## config.mk

```make
export PLATFORM = sky130hd
export DESIGN_NAME = shift_sequencer
export DESIGN_NICKNAME = d
export VERILOG_FILES = /design/src/rtl/shift_pkg.sv /design/src/rtl/shift_step.sv /design/src/rtl/shift_sequencer.sv
export SDC_FILE = /design/constraint.sdc
export NUM_CORES = 1
export LEC_CHECK = 0
export BUFFER_PORTS_ARGS = -buffer_cell sky130_fd_sc_hd__buf_2
export CORE_MARGIN = 2
export CORE_UTILIZATION = 43
export DETAILED_ROUTE_END_ITERATION = 6
export GPL_TIMING_DRIVEN = 0
export PLACE_DENSITY = 0.72
export SLEW_MARGIN = 25
export SYNTH_ARGS = -nofsm -noshare
export SYNTH_HDL_FRONTEND = slang
export SYNTH_SLANG_ARGS = --single-unit
```

## constraint.sdc

```tcl
create_clock -name clk -period 1.1 [get_ports clk]
set_input_delay 0.055 -clock clk [delete_from_list [all_inputs] [get_ports clk]]
set_output_delay 0.055 -clock clk [all_outputs]
set_load 0.05 [all_outputs]
```

## src/rtl/shift_pkg.sv

```systemverilog
// rtl/shift_pkg.sv - shared encodings for the sequenced shift unit
// Purpose: FSM state encoding plus direction and mode constants used by
//          shift_sequencer and its testbench.
// Ports:   none (package)
package shift_pkg;

    typedef enum logic [1:0] {
        ST_IDLE  = 2'd0,
        ST_SHIFT = 2'd1,
        ST_HOLD  = 2'd2
    } state_t;

    localparam logic DIR_LEFT   = 1'b0;
    localparam logic DIR_RIGHT  = 1'b1;
    localparam logic MODE_LOGIC = 1'b0;
    localparam logic MODE_ROT   = 1'b1;

endpackage

```

## src/rtl/shift_step.sv

```systemverilog
// rtl/shift_step.sv - combinational single-position shift or rotate
// Purpose: moves the operand one bit left or right; logical mode zero-fills,
//          rotate mode wraps the outgoing bit back in at the other end.
// Ports:   i_d       operand
//          i_dir     0 = left, 1 = right
//          i_rot     0 = logical, 1 = rotate
//          o_q       stepped result
//          o_dropped bit that left the word (valid in both modes; the caller
//                    decides whether it counts as lost)
module shift_step
    import shift_pkg::*;
#(
    parameter int WIDTH = 4
) (
    input  logic [WIDTH-1:0] i_d,
    input  logic             i_dir,
    input  logic             i_rot,
    output logic [WIDTH-1:0] o_q,
    output logic             o_dropped
);

    logic w_fill;

    always_comb begin
        w_fill    = 1'b0;
        o_q       = i_d;
        o_dropped = 1'b0;
        if (i_dir == DIR_LEFT) begin
            o_dropped = i_d[WIDTH-1];
            w_fill    = (i_rot == MODE_ROT) ? i_d[WIDTH-1] : 1'b0;
            o_q       = {i_d[WIDTH-2:0], w_fill};
        end else begin
            o_dropped = i_d[0];
            w_fill    = (i_rot == MODE_ROT) ? i_d[0] : 1'b0;
            o_q       = {w_fill, i_d[WIDTH-1:1]};
        end
    end

endmodule

```

## src/rtl/shift_sequencer.sv

```systemverilog
// rtl/shift_sequencer.sv - multi-cycle shift/rotate unit with valid/ready handshake
// Purpose: accepts an operand, amount and direction, performs one
//          single-position step per clock, then holds the result until
//          downstream accepts it. Flags 1-bits lost in logical mode.
// Ports:   clk, rst_n               clock, async active-low reset
//          in_valid/in_ready        request handshake
//          in_data, in_amt          operand and shift amount
//          in_dir, in_rot           direction (0 left) and mode (0 logical)
//          out_valid/out_ready      result handshake
//          out_data, out_lost       result and lost-bit flag
//          busy                     high while SHIFT or HOLD
module shift_sequencer
    import shift_pkg::*;
#(
    parameter int WIDTH = 4,
    parameter int AMT_W = 2
) (
    input  logic             clk,
    input  logic             rst_n,
    input  logic             in_valid,
    output logic             in_ready,
    input  logic [WIDTH-1:0] in_data,
    input  logic [AMT_W-1:0] in_amt,
    input  logic             in_dir,
    input  logic             in_rot,
    output logic             out_valid,
    input  logic             out_ready,
    output logic [WIDTH-1:0] out_data,
    output logic             out_lost,
    output logic             busy
);

    state_t           r_state;
    state_t           w_next;
    logic [WIDTH-1:0] r_data;
    logic             r_lost;
    logic [AMT_W-1:0] r_cnt;
    logic             r_dir;
    logic             r_rot;
    logic [WIDTH-1:0] w_step_q;
    logic             w_step_drop;
    logic             w_accept;

    assign in_ready  = (r_state == ST_IDLE);
    assign out_valid = (r_state == ST_HOLD);
    assign busy      = (r_state != ST_IDLE);
    assign out_data  = r_data;
    assign out_lost  = r_lost;
    assign w_accept  = in_valid && (r_state == ST_IDLE);

    shift_step #(
        .WIDTH (WIDTH)
    ) u_step (
        .i_d       (r_data),
        .i_dir     (r_dir),
        .i_rot     (r_rot),
        .o_q       (w_step_q),
        .o_dropped (w_step_drop)
    );

    always_ff @(posedge clk or negedge rst_n) begin
        if (!rst_n) begin
            r_state <= ST_IDLE;
        end else begin
            r_state <= w_next;
        end
    end

    always_comb begin
        w_next = r_state;
        case (r_state)
            ST_IDLE: begin
                if (in_valid) begin
                    w_next = (in_amt == '0) ? ST_HOLD : ST_SHIFT;
                end
            end
            ST_SHIFT: begin
                // The last step happens on the edge that leaves SHIFT.
                if (r_cnt == AMT_W'(1)) begin
                    w_next = ST_HOLD;
                end
            end
            ST_HOLD: begin
                if (out_ready) begin
                    w_next = ST_IDLE;
                end
            end
            default: w_next = ST_IDLE;
        endcase
    end

    always_ff @(posedge clk or negedge rst_n) begin
        if (!rst_n) begin
            r_data <= '0;
            r_lost <= 1'b0;
            r_cnt  <= '0;
            r_dir  <= DIR_LEFT;
            r_rot  <= MODE_LOGIC;
        end else if (w_accept) begin
            r_data <= in_data;
            r_lost <= 1'b0;
            r_cnt  <= in_amt;
            r_dir  <= in_dir;
            r_rot  <= in_rot;
        end else if (r_state == ST_SHIFT) begin
            r_data <= w_step_q;
            // Rotated-out bits come back in, so only logical mode loses data.
            r_lost <= r_lost | (w_step_drop & (r_rot == MODE_LOGIC));
            r_cnt  <= r_cnt - AMT_W'(1);
        end
    end

endmodule

```

==> key figures <==
Layout
  – Antenna cells: 0
  – Highest-count cells in the layout ignoring fill and taps: sky130_fd_sc_hd__buf_2 (16), sky130_fd_sc_hd__buf_6 (7), sky130_fd_sc_hd__buf_4 (7), sky130_fd_sc_hd__dfrtp_1 (6), sky130_fd_sc_hd__dfrtp_2 (5)
  – Share of post-route cells with drive strength above 1: approximately 62%
  – Most frequent standard cell in the layout excluding fill and tap cells: sky130_fd_sc_hd__buf_2
  – Layout overhead on the synthesized area: 53.4%
  – NumNets Final: ~110

Power and ir drop
  – Clk pwr share: under 10%
  – IR Drop Worst-Case VDD: ~1.8 mV
  – Power share of the combinational group: slightly below 70%
  – Total power per unit cell area: between 3000 and 4000 nW/um^2
  – Leakage power total: 0.439 nW
  – Sequential Power Share: 23.8%
  – Sw power: 1.68 mW
  – Proportion of total power due to net switching: about 47%
  – Int Pwr: around 1.9 mW

Floorplanning
  – Starting Density: 47.1%
  – Placement Rows: 13
  – Width of the chip: 42.2 um
  – Core Box Area: approximately 1300 um^2
  – Die H: around 42 um
  – Boundary Pins: 20
  – Full die area: 1780 um^2

Timing
  – Transition at the pin with the smallest max-transition slack: around 270 ps
  – Hold WS: approximately 32 ps
  – Worst clock skew: between 0.6 and 0.7 ps
  – Total count of max-transition violations in the final report: 0
  – Final critical delay including setup and external delays: approximately 1200 ps
  – Hold Fails Final Rpt: 0
  – Setup slack after layout: -81.9 ps
  – Max Clock Freq: 846 MHz
  – Setup violators final: 6
  – Fin crit share: 107%
  – Worst rel slew slack: 82.1%
  – Setup repair after global routing missed its margin: true

Route
  – Total vias in the final route: between 500 and 600
  – Number of detailed-routing iterations run before antenna repair: 4
  – Final routed wire length divided by cell count: about 15 um
  – Detail-routed via count per cell: 5.40
  – Aggregate routed wire length: between 1.5 and 2 mm
  – Post-DRT Antenna Nets: 0
  – Post-route DRC violation count: 0
  – Detailed router's first-iteration violation count: 6

GRT
  – Overflow after GRT: 0
  – Via count of the first global-routing pass: roughly 560
  – Pin count of the biggest net entering global routing: 12
  – Antenna violations before repair: 0
  – Overall global routing resource usage: 19.7%
  – Global-route wire length before repair: around 2.5 mm

Setup path
  – Category of the critical setup timing path: reg -> out
  – Worst-case reg-to-reg path depth: 3
  – Endpoint type of the worst setup path: output port
  – Internal reg-to-reg setup slack: -70 ps
  – Critical path fanouts, max: 4
  – Critical path launch point type: register
  – End of the worst register-to-register path: r_rot
  – Critical path arrival: 1130 ps
  – R2R Path Start: r_state[0]
  – Data required time of the critical path: roughly 1000 ps

Flow run
  – Max-cap violations: 0

Clock network
  – Insertion delay of the later-clocked pin in the worst-skew pair: between 200 and 300 ps
  – Clock transition at the registers of the reported paths: about 70 ps
  – Maximum clock insertion buffer count: 2
  – Num Clock Sinks: 11
  – Number of CTS-inserted buffers: 3
  – Number of H-tree levels: 1
  – CTS tree: yes
  – Root buf cell: sky130_fd_sc_hd__clkbuf_4

Worst hold path
  – Min-delay worst type: in -> reg
  – Worst hold path endpoint: r_state[1]
  – Hold Path Cell Cnt: 3
  – Min-delay src: out_ready

Status
  – Run status: finished, violations left
  – Failing checks: negative setup slack

Synthesis
  – Count of unique library cells instantiated by Yosys: 27
  – Post-synth net total: 71
  – Warnings from Yosys: 0
  – Number of synthesized register bits: 11
  – Gate Count Post-Synth: 58
  – Synth Cell Area: about 630 um^2
  – Portion of the post-synthesis area used by sequential elements: between 40% and 50%
  – Synthesized area per cell: between 10 and 15 um^2

Placed design
  – Global placer's final weighted congestion: a little over 0.7
  – Number of input and output port buffers inserted: 19
  – Half-perimeter wire length after detailed placement: approximately 950 um
  – Post-Place Worst Slack: -46.5 ps
## through the flow
step / instance area, um^2 / util [%] / total power, mW / setup TNS, ps / std cells
floorplan: 647 / - / 2.30 / -222 / 58
global placement: 761 / 57.0 / 2.63 / -68.8 / 92
detailed placement: 761 / 57.0 / 2.67 / -92.7 / 92
CTS: 886 / 66.4 / 3.31 / -346 / 104
global route: 963 / 72.2 / 3.74 / -686 / 107
finish: 963 / 72.2 / 3.55 / -295 / 107
## worst max-delay path: stages, from the launching register on
cell,delay (ps)
sky130_fd_sc_hd__dfrtp_1,420
sky130_fd_sc_hd__buf_6,140
sky130_fd_sc_hd__nor2_4,110
sky130_fd_sc_hd__inv_2,40
sky130_fd_sc_hd__buf_6,140
## cells by family (layout without fill, tap and decap cells)
family	after synthesis	in the layout	synth area share (%)
muxes	5	5	10.4
adders and majority gates	1	1	1.99
buffers and inverters	7	41	6.17
AOI/OAI and AO/OA	17	17	20.7
and+or+nand+nor	17	17	16.9
DFF	11	11	43.8
## repair_timing
item | CTS | global route
hold buffers | 1 | 2
hold endpoints to repair | 11 | 2
gates resized for setup | 11 | 12
pin swaps | 0 | 5
endpoints found under the setup margin | 6 | 13
buffers inserted | 7 | 1
## power by group through the flow
stage	Combinational, mW	Clock, mW	Sequential [mW]
CTS	2.21	0.290	0.810
floorplan	1.19	0	1.10
finish	2.44	0.270	0.845
global route	2.56	0.308	0.874
global placement	1.81	0	0.820
detailed placement	1.84	0	0.828
## cells in the mapped netlist, drive strengths merged
cell type,n,share of area (%)
dfrtp,11,44
nor2,7,5.8
o22a,5,7.2
inv,4,2.4
nand2b,4,5.2
a2bb2oi,3,4.2
buf,3,3.8
mux2,3,7.2
a21oi,2,1.6
a22oi,2,2.4
a32oi,2,2.8
mux2i,2,3.2
o21ai,2,1.6
and2b,1,1.6
ha,1,2.0
nand2,1,0.60
nand3,1,0.80
nand3b,1,1.2
nor2b,1,1.0
nor3,1,0.80
o22ai,1,1.0
## worst max path at each step
stage	from	slack [ps]	cells after the start	to
2_1_floorplan	r_state[1]	-160	3	busy
3_3_place_gp	r_state[0]	-30	3	r_dir
3_5_place_dp	r_state[0]	-50	3	r_rot
4_1_cts	r_state[0]	-90	4	busy
5_1_grt	r_state[0]	-130	4	busy
6_report	r_state[1]	-80	4	busy
## per-layer routing
layer  GRT usage, %  vias to the layer above  wire [um]
li1               -                      276          -
met1           23.1                      272        669
met2           32.0                       22        821
met3           5.17                        8         65
met4           11.3                        0         74
met5              0                        -          0
## registers in the layout, indices dropped and copies added (netlist names)
name	flops
out_data	4
out_lost	1
r_cnt	2
r_dir	1
r_rot	1
r_state	2
## layout make-up
type | instances | area (um^2)
plain buffers | 3 | 33.8
multi-input cells | 40 | 380
clock buffers | 4 | 26.3
repair buffers | 30 | 208
well taps | 15 | 18.8
flip-flops and latches | 11 | 282
fillers | 105 | 370
inverters | 4 | 15.0
Power figures use the tool's default switching activity.
